--- config.mk ---
export PLATFORM = sky130hd
export DESIGN_NAME = axi4_lite_master
export DESIGN_NICKNAME = d
export VERILOG_FILES = /design/src/rtl/axi4_lite_master.sv
export SDC_FILE = /design/constraint.sdc
export NUM_CORES = 1
export LEC_CHECK = 0
export CAP_MARGIN = 20
export CORE_UTILIZATION = 46
export CTS_BUF_LIST = sky130_fd_sc_hd__clkbuf_16
export CTS_CLUSTER_DIAMETER = 40
export CTS_CLUSTER_SIZE = 12
export DETAILED_ROUTE_END_ITERATION = 10
export GPL_TIMING_DRIVEN = 0
export PLACE_DENSITY = 0.87
export SKIP_LAST_GASP = 1
export SLEW_MARGIN = 20
export SYNTH_ARGS = -nofsm -noshare
export SYNTH_HDL_FRONTEND = slang
export SYNTH_SLANG_ARGS = --single-unit
--- constraint.sdc ---
create_clock -name clk -period 4.3 [get_ports clk]
set_clock_uncertainty 0.2 [all_clocks]
set_input_delay 0.86 -clock clk [delete_from_list [all_inputs] [get_ports clk]]
set_output_delay 0.86 -clock clk [all_outputs]
set_load 0.05 [all_outputs]
--- src/rtl/axi4_lite_master.sv ---
// rtl/axi4_lite_master.sv - single-outstanding AXI4-Lite master with per-transaction timeout
module axi4_lite_master #(
    parameter int ADDR_WIDTH   = 32,
    parameter int DATA_WIDTH   = 32,
    parameter int STROBE_WIDTH = DATA_WIDTH / 8,
    parameter int TIMEOUT      = 256
) (
    input  logic                    clk,
    input  logic                    rst,
    input  logic                    i_cmd_valid,
    output logic                    o_cmd_ready,
    input  logic                    i_cmd_write,
    input  logic [ADDR_WIDTH-1:0]   i_cmd_addr,
    input  logic [DATA_WIDTH-1:0]   i_cmd_data,
    input  logic [STROBE_WIDTH-1:0] i_cmd_strb,
    output logic                    o_rsp_valid,
    input  logic                    i_rsp_ready,
    output logic [DATA_WIDTH-1:0]   o_rsp_data,
    output logic [1:0]              o_rsp_resp,
    output logic                    o_rsp_timeout,
    output logic                    o_awvalid,
    output logic [ADDR_WIDTH-1:0]   o_awaddr,
    input  logic                    i_awready,
    output logic                    o_wvalid,
    input  logic                    i_wready,
    output logic [STROBE_WIDTH-1:0] o_wstrb,
    output logic [DATA_WIDTH-1:0]   o_wdata,
    input  logic                    i_bvalid,
    output logic                    o_bready,
    input  logic [1:0]              i_bresp,
    output logic                    o_arvalid,
    input  logic                    i_arready,
    output logic [ADDR_WIDTH-1:0]   o_araddr,
    input  logic                    i_rvalid,
    output logic                    o_rready,
    input  logic [1:0]              i_rresp,
    input  logic [DATA_WIDTH-1:0]   i_rdata
);

    localparam logic [2:0] S_IDLE    = 3'd0;
    localparam logic [2:0] S_WR_AD   = 3'd1;
    localparam logic [2:0] S_WR_RESP = 3'd2;
    localparam logic [2:0] S_RD_ADDR = 3'd3;
    localparam logic [2:0] S_RD_DATA = 3'd4;
    localparam logic [2:0] S_RESPOND = 3'd5;

    localparam int              CW      = $clog2(TIMEOUT);
    localparam logic [CW-1:0]   TO_LAST = CW'(TIMEOUT - 1);

    logic [2:0]    state;
    logic [CW-1:0] cnt;

    // Address/data completion: a channel is done once its valid has dropped
    // or its handshake lands this cycle.
    logic aw_hs;
    logic w_hs;
    logic aw_done;
    logic w_done;

    assign aw_hs   = o_awvalid && i_awready;
    assign w_hs    = o_wvalid && i_wready;
    assign aw_done = !o_awvalid || aw_hs;
    assign w_done  = !o_wvalid || w_hs;

    // Transaction sequencer; busy states share the timeout check, which wins over any handshake.
    always_ff @(posedge clk) begin
        if (rst) begin
            state         <= S_IDLE;
            cnt           <= '0;
            o_cmd_ready   <= 1'b0;
            o_rsp_valid   <= 1'b0;
            o_rsp_data    <= '0;
            o_rsp_resp    <= 2'b00;
            o_rsp_timeout <= 1'b0;
            o_awvalid     <= 1'b0;
            o_awaddr      <= '0;
            o_wvalid      <= 1'b0;
            o_wstrb       <= '0;
            o_wdata       <= '0;
            o_bready      <= 1'b0;
            o_arvalid     <= 1'b0;
            o_araddr      <= '0;
            o_rready      <= 1'b0;
        end else begin
            case (state)
                S_IDLE: begin
                    if (o_cmd_ready && i_cmd_valid) begin
                        o_cmd_ready   <= 1'b0;
                        cnt           <= '0;
                        o_rsp_timeout <= 1'b0;
                        if (i_cmd_write) begin
                            o_awaddr  <= i_cmd_addr;
                            o_wdata   <= i_cmd_data;
                            o_wstrb   <= i_cmd_strb;
                            o_awvalid <= 1'b1;
                            o_wvalid  <= 1'b1;
                            state     <= S_WR_AD;
                        end else begin
                            o_araddr  <= i_cmd_addr;
                            o_arvalid <= 1'b1;
                            state     <= S_RD_ADDR;
                        end
                    end else begin
                        o_cmd_ready <= 1'b1;
                    end
                end
                S_RESPOND: begin
                    if (i_rsp_ready) begin
                        o_rsp_valid <= 1'b0;
                        state       <= S_IDLE;
                    end
                end
                default: begin
                    if (cnt == TO_LAST) begin
                        o_awvalid     <= 1'b0;
                        o_wvalid      <= 1'b0;
                        o_bready      <= 1'b0;
                        o_arvalid     <= 1'b0;
                        o_rready      <= 1'b0;
                        o_rsp_resp    <= 2'b10;
                        o_rsp_timeout <= 1'b1;
                        o_rsp_data    <= '0;
                        o_rsp_valid   <= 1'b1;
                        state         <= S_RESPOND;
                    end else begin
                        cnt <= cnt + 1'b1;
                        case (state)
                            S_WR_AD: begin
                                if (aw_hs) o_awvalid <= 1'b0;
                                if (w_hs)  o_wvalid  <= 1'b0;
                                if (aw_done && w_done) begin
                                    o_bready <= 1'b1;
                                    state    <= S_WR_RESP;
                                end
                            end
                            S_WR_RESP: begin
                                if (i_bvalid && o_bready) begin
                                    o_bready    <= 1'b0;
                                    o_rsp_resp  <= i_bresp;
                                    o_rsp_data  <= '0;
                                    o_rsp_valid <= 1'b1;
                                    state       <= S_RESPOND;
                                end
                            end
                            S_RD_ADDR: begin
                                if (o_arvalid && i_arready) begin
                                    o_arvalid <= 1'b0;
                                    o_rready  <= 1'b1;
                                    state     <= S_RD_DATA;
                                end
                            end
                            S_RD_DATA: begin
                                if (i_rvalid && o_rready) begin
                                    o_rready    <= 1'b0;
                                    o_rsp_resp  <= i_rresp;
                                    o_rsp_data  <= i_rdata;
                                    o_rsp_valid <= 1'b1;
                                    state       <= S_RESPOND;
                                end
                            end
                            default: state <= S_IDLE;
                        endcase
                    end
                end
            endcase
        end
    end

endmodule

After elaboration in Yosys (flattened, before gate mapping)
Cells that the tools add are included.

cells by class
  add/subtract/negate cells = 1
  equality and inequality tests = 21
  mux-type cells = 55
  bitwise gates (word level) = 4
  reduce and logical (&&, ||, !) cells = 35

operators by type and width
  kind                                           number
  2-to-1 mux 32 bit                              3
  one-hot mux 32 bit (2 select lines)            1
  2-to-1 mux 1 bit                               26
  nonzero test 3 bit                             8
  2-to-1 mux 3 bit                               7
  AND reduction 5 bit                            4
  2-to-1 mux 8 bit                               2
  one-hot mux 1 bit (2 select lines)             8
  one-hot mux 8 bit (2 select lines)             1
  != test 5 bit, second input constant           3
  != test 3 bit, second input constant           4
  one-hot mux 3 bit (4 select lines)             1
  AND reduction 3 bit                            4
  AND reduction 4 bit                            3
  adder 8 x 1 -> 8 bit, second input constant    1
  == test 8 bit, second input constant           1
  2-to-1 mux 2 bit                               4
  != test 2 bit, second input constant           4
  logical AND 1 bit                              7
  == test 3 x 2 -> 1 bit, second input constant  2
  == test 3 bit, second input constant           2
  one-hot mux 3 bit (2 select lines)             1
  AND reduction 6 bit                            1
  != test 5 x 3 -> 1 bit, second input constant  1
  other kinds (12)                               17

word-level totals
  register bits = 153
  logic and storage cells = 132

Logic depth before layout (Yosys ltp)
  depth after elaboration = 7
  depth in mapped cells = 8

Least setup slack after synthesis
OpenSTA, ideal clock, no wires.

  path type = in2reg
  start point = input port i_cmd_valid
  end point = register o_awaddr[24]
  library setup time = 0.070 ns
  data arrival time = 1.789 ns
  required time = 4.030 ns
  path slack = 2.240 ns
  cell stages on the path = 7
  path buffers = 2
  cell sequence = nand2_1 -> nor2_2 -> nand2_1 -> buf_2 -> clkbuf_1 -> nand2_1 -> a21oi_1

between the ends
  word-level cells in the longest chain between the ends = 2

ends and longest elaborated chain
  what                                  RTL line  text
  start, declared                       10        input logic i_cmd_valid,
  logical AND 1 bit                     87        if (o_cmd_ready && i_cmd_valid) begin
  AND reduction 3 bit (no source line)  --
  end signal, assigned                  92        o_awaddr <= i_cmd_addr;
  end, declared                         22        output logic [ADDR_WIDTH-1:0] o_awaddr,

Every way passes these cells.
A chain may end at the register's enable or synchronous reset.

Worst setup path in the final report
  start point = register o_cmd_ready
  end point = output port o_cmd_ready

RTL lines
  what                    RTL line  text
  start, declared         11        output logic o_cmd_ready,
  start signal, assigned  70        o_cmd_ready <= 1'b0;
  start signal, assigned  88        o_cmd_ready <= 1'b0;
  start signal, assigned  104       o_cmd_ready <= 1'b1;

No word-level cell between the ends.

==> flow_metrics.env <==
export IMPL_worst_slew_pin_slew_ns=0.611
export IMPL_syn_to_final_growth_pct=56.4
export IMPL_num_nets_final=1127
export IMPL_post_dp_cell_area_sq_um=8690
export IMPL_cts_clk_slew_worst_paths_ns=0.06
export IMPL_leakage_nw=3.22
export IMPL_max_stage_delay_ns=0.85
export IMPL_rows=41
export IMPL_async_reset_ff_share_pct=0
export IMPL_synth_most_common_cell="nand2_1"
export IMPL_powerDensity_nw_per_um2=504
export IMPL_max_freq_mhz=364
export IMPL_place_congestion=0.882
export IMPL_grt_ovfl_total=0
export IMPL_core_sq_um=12600
export IMPL_yosys_warnings=0
export IMPL_grt_max_degree=17
export IMPL_initial_core_util_pct=47.1
export IMPL_rsz0062_at_grt="no"
export IMPL_setup_violations=0
export IMPL_die_area_sq_um=13300
export IMPL_tns_ns=0
export IMPL_critPathBufInv=1
export IMPL_endpoint_kind="output port"
export IMPL_hold_buffers=0
export IMPL_clock_sinks=153
export IMPL_postSynthCellCount=738
export IMPL_final_layout_size_suffix_gt1_share_pct=8.49
export IMPL_synth_commonest_cells="nand2_1, dfxtp_1, a21oi_1"
export IMPL_slew_violations=0
export IMPL_die_x_microns=116
export IMPL_stdcell_area_sq_um=9270
export IMPL_p_clk_share_pct=31.1
export IMPL_cts_path_max_buffers=2
export IMPL_intPower_w=0.00296
export IMPL_post_cts_resized=0
export IMPL_crit_arrival_ns=1.69
export IMPL_status="finished, final reports clean"
export IMPL_synth_net_count=853
export IMPL_grt_pass1_wl_microns=29400
export IMPL_port_buffers=255
export IMPL_track_usage_pct=28.8
export IMPL_cp_max_fo=6
export IMPL_syn_area_sq_um=5930
export IMPL_slew_headroom_pct=59.1
export IMPL_first_pass_iters=5
export IMPL_yosysSeqAreaShare_pct=51.7
export IMPL_die_h_microns=116
export IMPL_htree_levels=4
export IMPL_crit_type="flop to output port"
export IMPL_synth_edff_count=0
export IMPL_p_comb_share_pct=34.2
export IMPL_multiInputGateArea_sq_um=2570
export IMPL_crit_chain="clkdlybuf4s50_1"
export IMPL_ant_nets=0
export IMPL_viasPerCell=5.23
export IMPL_synth_top_area_cell="dfxtp_1"
export IMPL_cts_root_buf="clkbuf_16"
export IMPL_cap_violations=0
export IMPL_path_delay_family="buffers and inverters"
export IMPL_drt_total_wl_microns=19100
export IMPL_yosysUniqueCellTypes=43
export IMPL_vdd_drop_max_uv=292
export IMPL_finalHoldViolations=0
export IMPL_wl_per_cell_microns=15.9
export IMPL_syn_area_per_cell_sq_um=8.03
export IMPL_r2r_slack_ns=1.97
export IMPL_switching_share_pct=36.5
export IMPL_drc_errors=0
export IMPL_hpwl_microns=14000
export IMPL_ys_top_cells_by_area="dfxtp_1, nand2_1, a21oi_1"
export IMPL_diodes=0
export IMPL_drt_iter0_markers=420
export IMPL_crit_slowest_cell="clkdlybuf4s50_1"
export IMPL_post_route_period_util_pct=63.9
export IMPL_via_count=6265
export IMPL_postCtsSetupRepairBufs=0
export IMPL_cts_tree="built"
export IMPL_seqPwrFrac_pct=34.7
export IMPL_clkLatencyLatePin_ns=0.43
export IMPL_hold_path_class="flop to flop"
export IMPL_antenna_found_initial=0
export IMPL_synth_seq_cells=153
export IMPL_cts_made_buffers=17
export IMPL_switching_power_w=0.00171
export IMPL_grt_pass1_vias=5941
export IMPL_io_pins=256
export IMPL_ff_latch_area_sq_um=3060
export IMPL_synth_ff_type="dfxtp_1"
export IMPL_critPathRequiredTime_ns=3.24
export IMPL_start_kind="flop"
export IMPL_post_route_min_period_ns=2.75
export IMPL_yosysTopAreaCellShare_pct=51.7
export IMPL_n_fill_cell=931
==> path summary, 6_finish.rpt <==
check / to / startpoint / cells past startpoint
worst max-delay path: o_cmd_ready / o_cmd_ready / 1
worst min-delay path: o_rsp_data[6] / o_rsp_data[6] / 2
worst max register to register: o_araddr[17] / state[2] / 7
worst min register to register: o_rsp_data[6] / o_rsp_data[6] / 2
==> final cells by class <==
| type | instances | share of cell area, % |
|---|---|---|
| well taps | 172 | 2.32 |
| plain buffers | 56 | 3.08 |
| clock inverters | 15 | 1.61 |
| flip-flops and latches | 153 | 33.0 |
| repair buffers | 255 | 27.5 |
| multi-input cells | 526 | 27.7 |
| inverters | 3 | 0.122 |
| clock buffers | 17 | 4.59 |
==> worst min-delay path: stages (launching register included) <==
cell	delay (ns)
dfxtp_1	0.31
nand2_1	0.05
o21ai_1	0.05
==> registers in the layout (all words and copies together), names as in the netlist, 2 cells and up <==
signal / count
o_wdata: 32
cnt: 8
o_araddr: 32
o_wstrb: 4
state: 3
o_awaddr: 32
o_rsp_data: 32
o_rsp_resp: 2
==> layer usage <==
layer,vias to the layer above,share of wire [%],track usage [%]
li1,3027,-,-
met1,2884,37,30.0
met2,295,48,49.0
met3,59,11,12.3
met4,0,4.1,16.0
met5,-,0,0
==> logic make-up after synthesis <==
kind of cell	after synthesis	synth area share [%]
adder cells (fa/ha/maj)	1	0.211
buffers and inverters	59	5.00
AO/OA/AOI/OAI	187	17.8
flip-flops	153	51.7
multiplexers	5	0.866
AND/OR/NAND/NOR	333	24.5
==> per-stage QoR <==
| stage | hold WS [ns] | total power [W] | utilization (%) | setup slack, ns | instances |
|---|---|---|---|---|---|
| floorplan | 0.248 | 0.00272 | - | 2.24 | 738 |
| global placement | 0.234 | 0.00321 | 69.2 | 1.31 | 1165 |
| detailed placement | 0.240 | 0.00323 | 69.2 | 1.30 | 1165 |
| CTS | 0.248 | 0.00467 | 73.7 | 1.53 | 1197 |
| global route | 0.269 | 0.00487 | 73.7 | 1.49 | 1197 |
| finish | 0.247 | 0.00467 | 73.7 | 1.55 | 1197 |
==> power by group through the flow <==
stage	clock (W)	sequential, W	combinational (W)
2_1_floorplan	0	0.00199	0.000724
3_3_place_gp	0	0.00164	0.00157
3_5_place_dp	0	0.00165	0.00158
4_1_cts	0.00146	0.00162	0.00159
5_1_grt	0.00152	0.00163	0.00171
6_report	0.00145	0.00162	0.00160
==> cells in the final DEF, fill, tap and decap left out, drive strengths merged, types with 6 or more instances in the layout <==
| master | instances |
|---|---|
| clkinv | 10 |
| dfxtp | 153 |
| nand3 | 38 |
| nor2b | 6 |
| clkdlybuf4s50 | 255 |
| o21ai | 47 |
| a21oi | 119 |
| inv | 6 |
| nor3 | 6 |
| nor2 | 15 |
| buf | 28 |
| nand2 | 244 |
| or3 | 9 |
| clkbuf | 45 |
(Power assumes the default switching activity.)
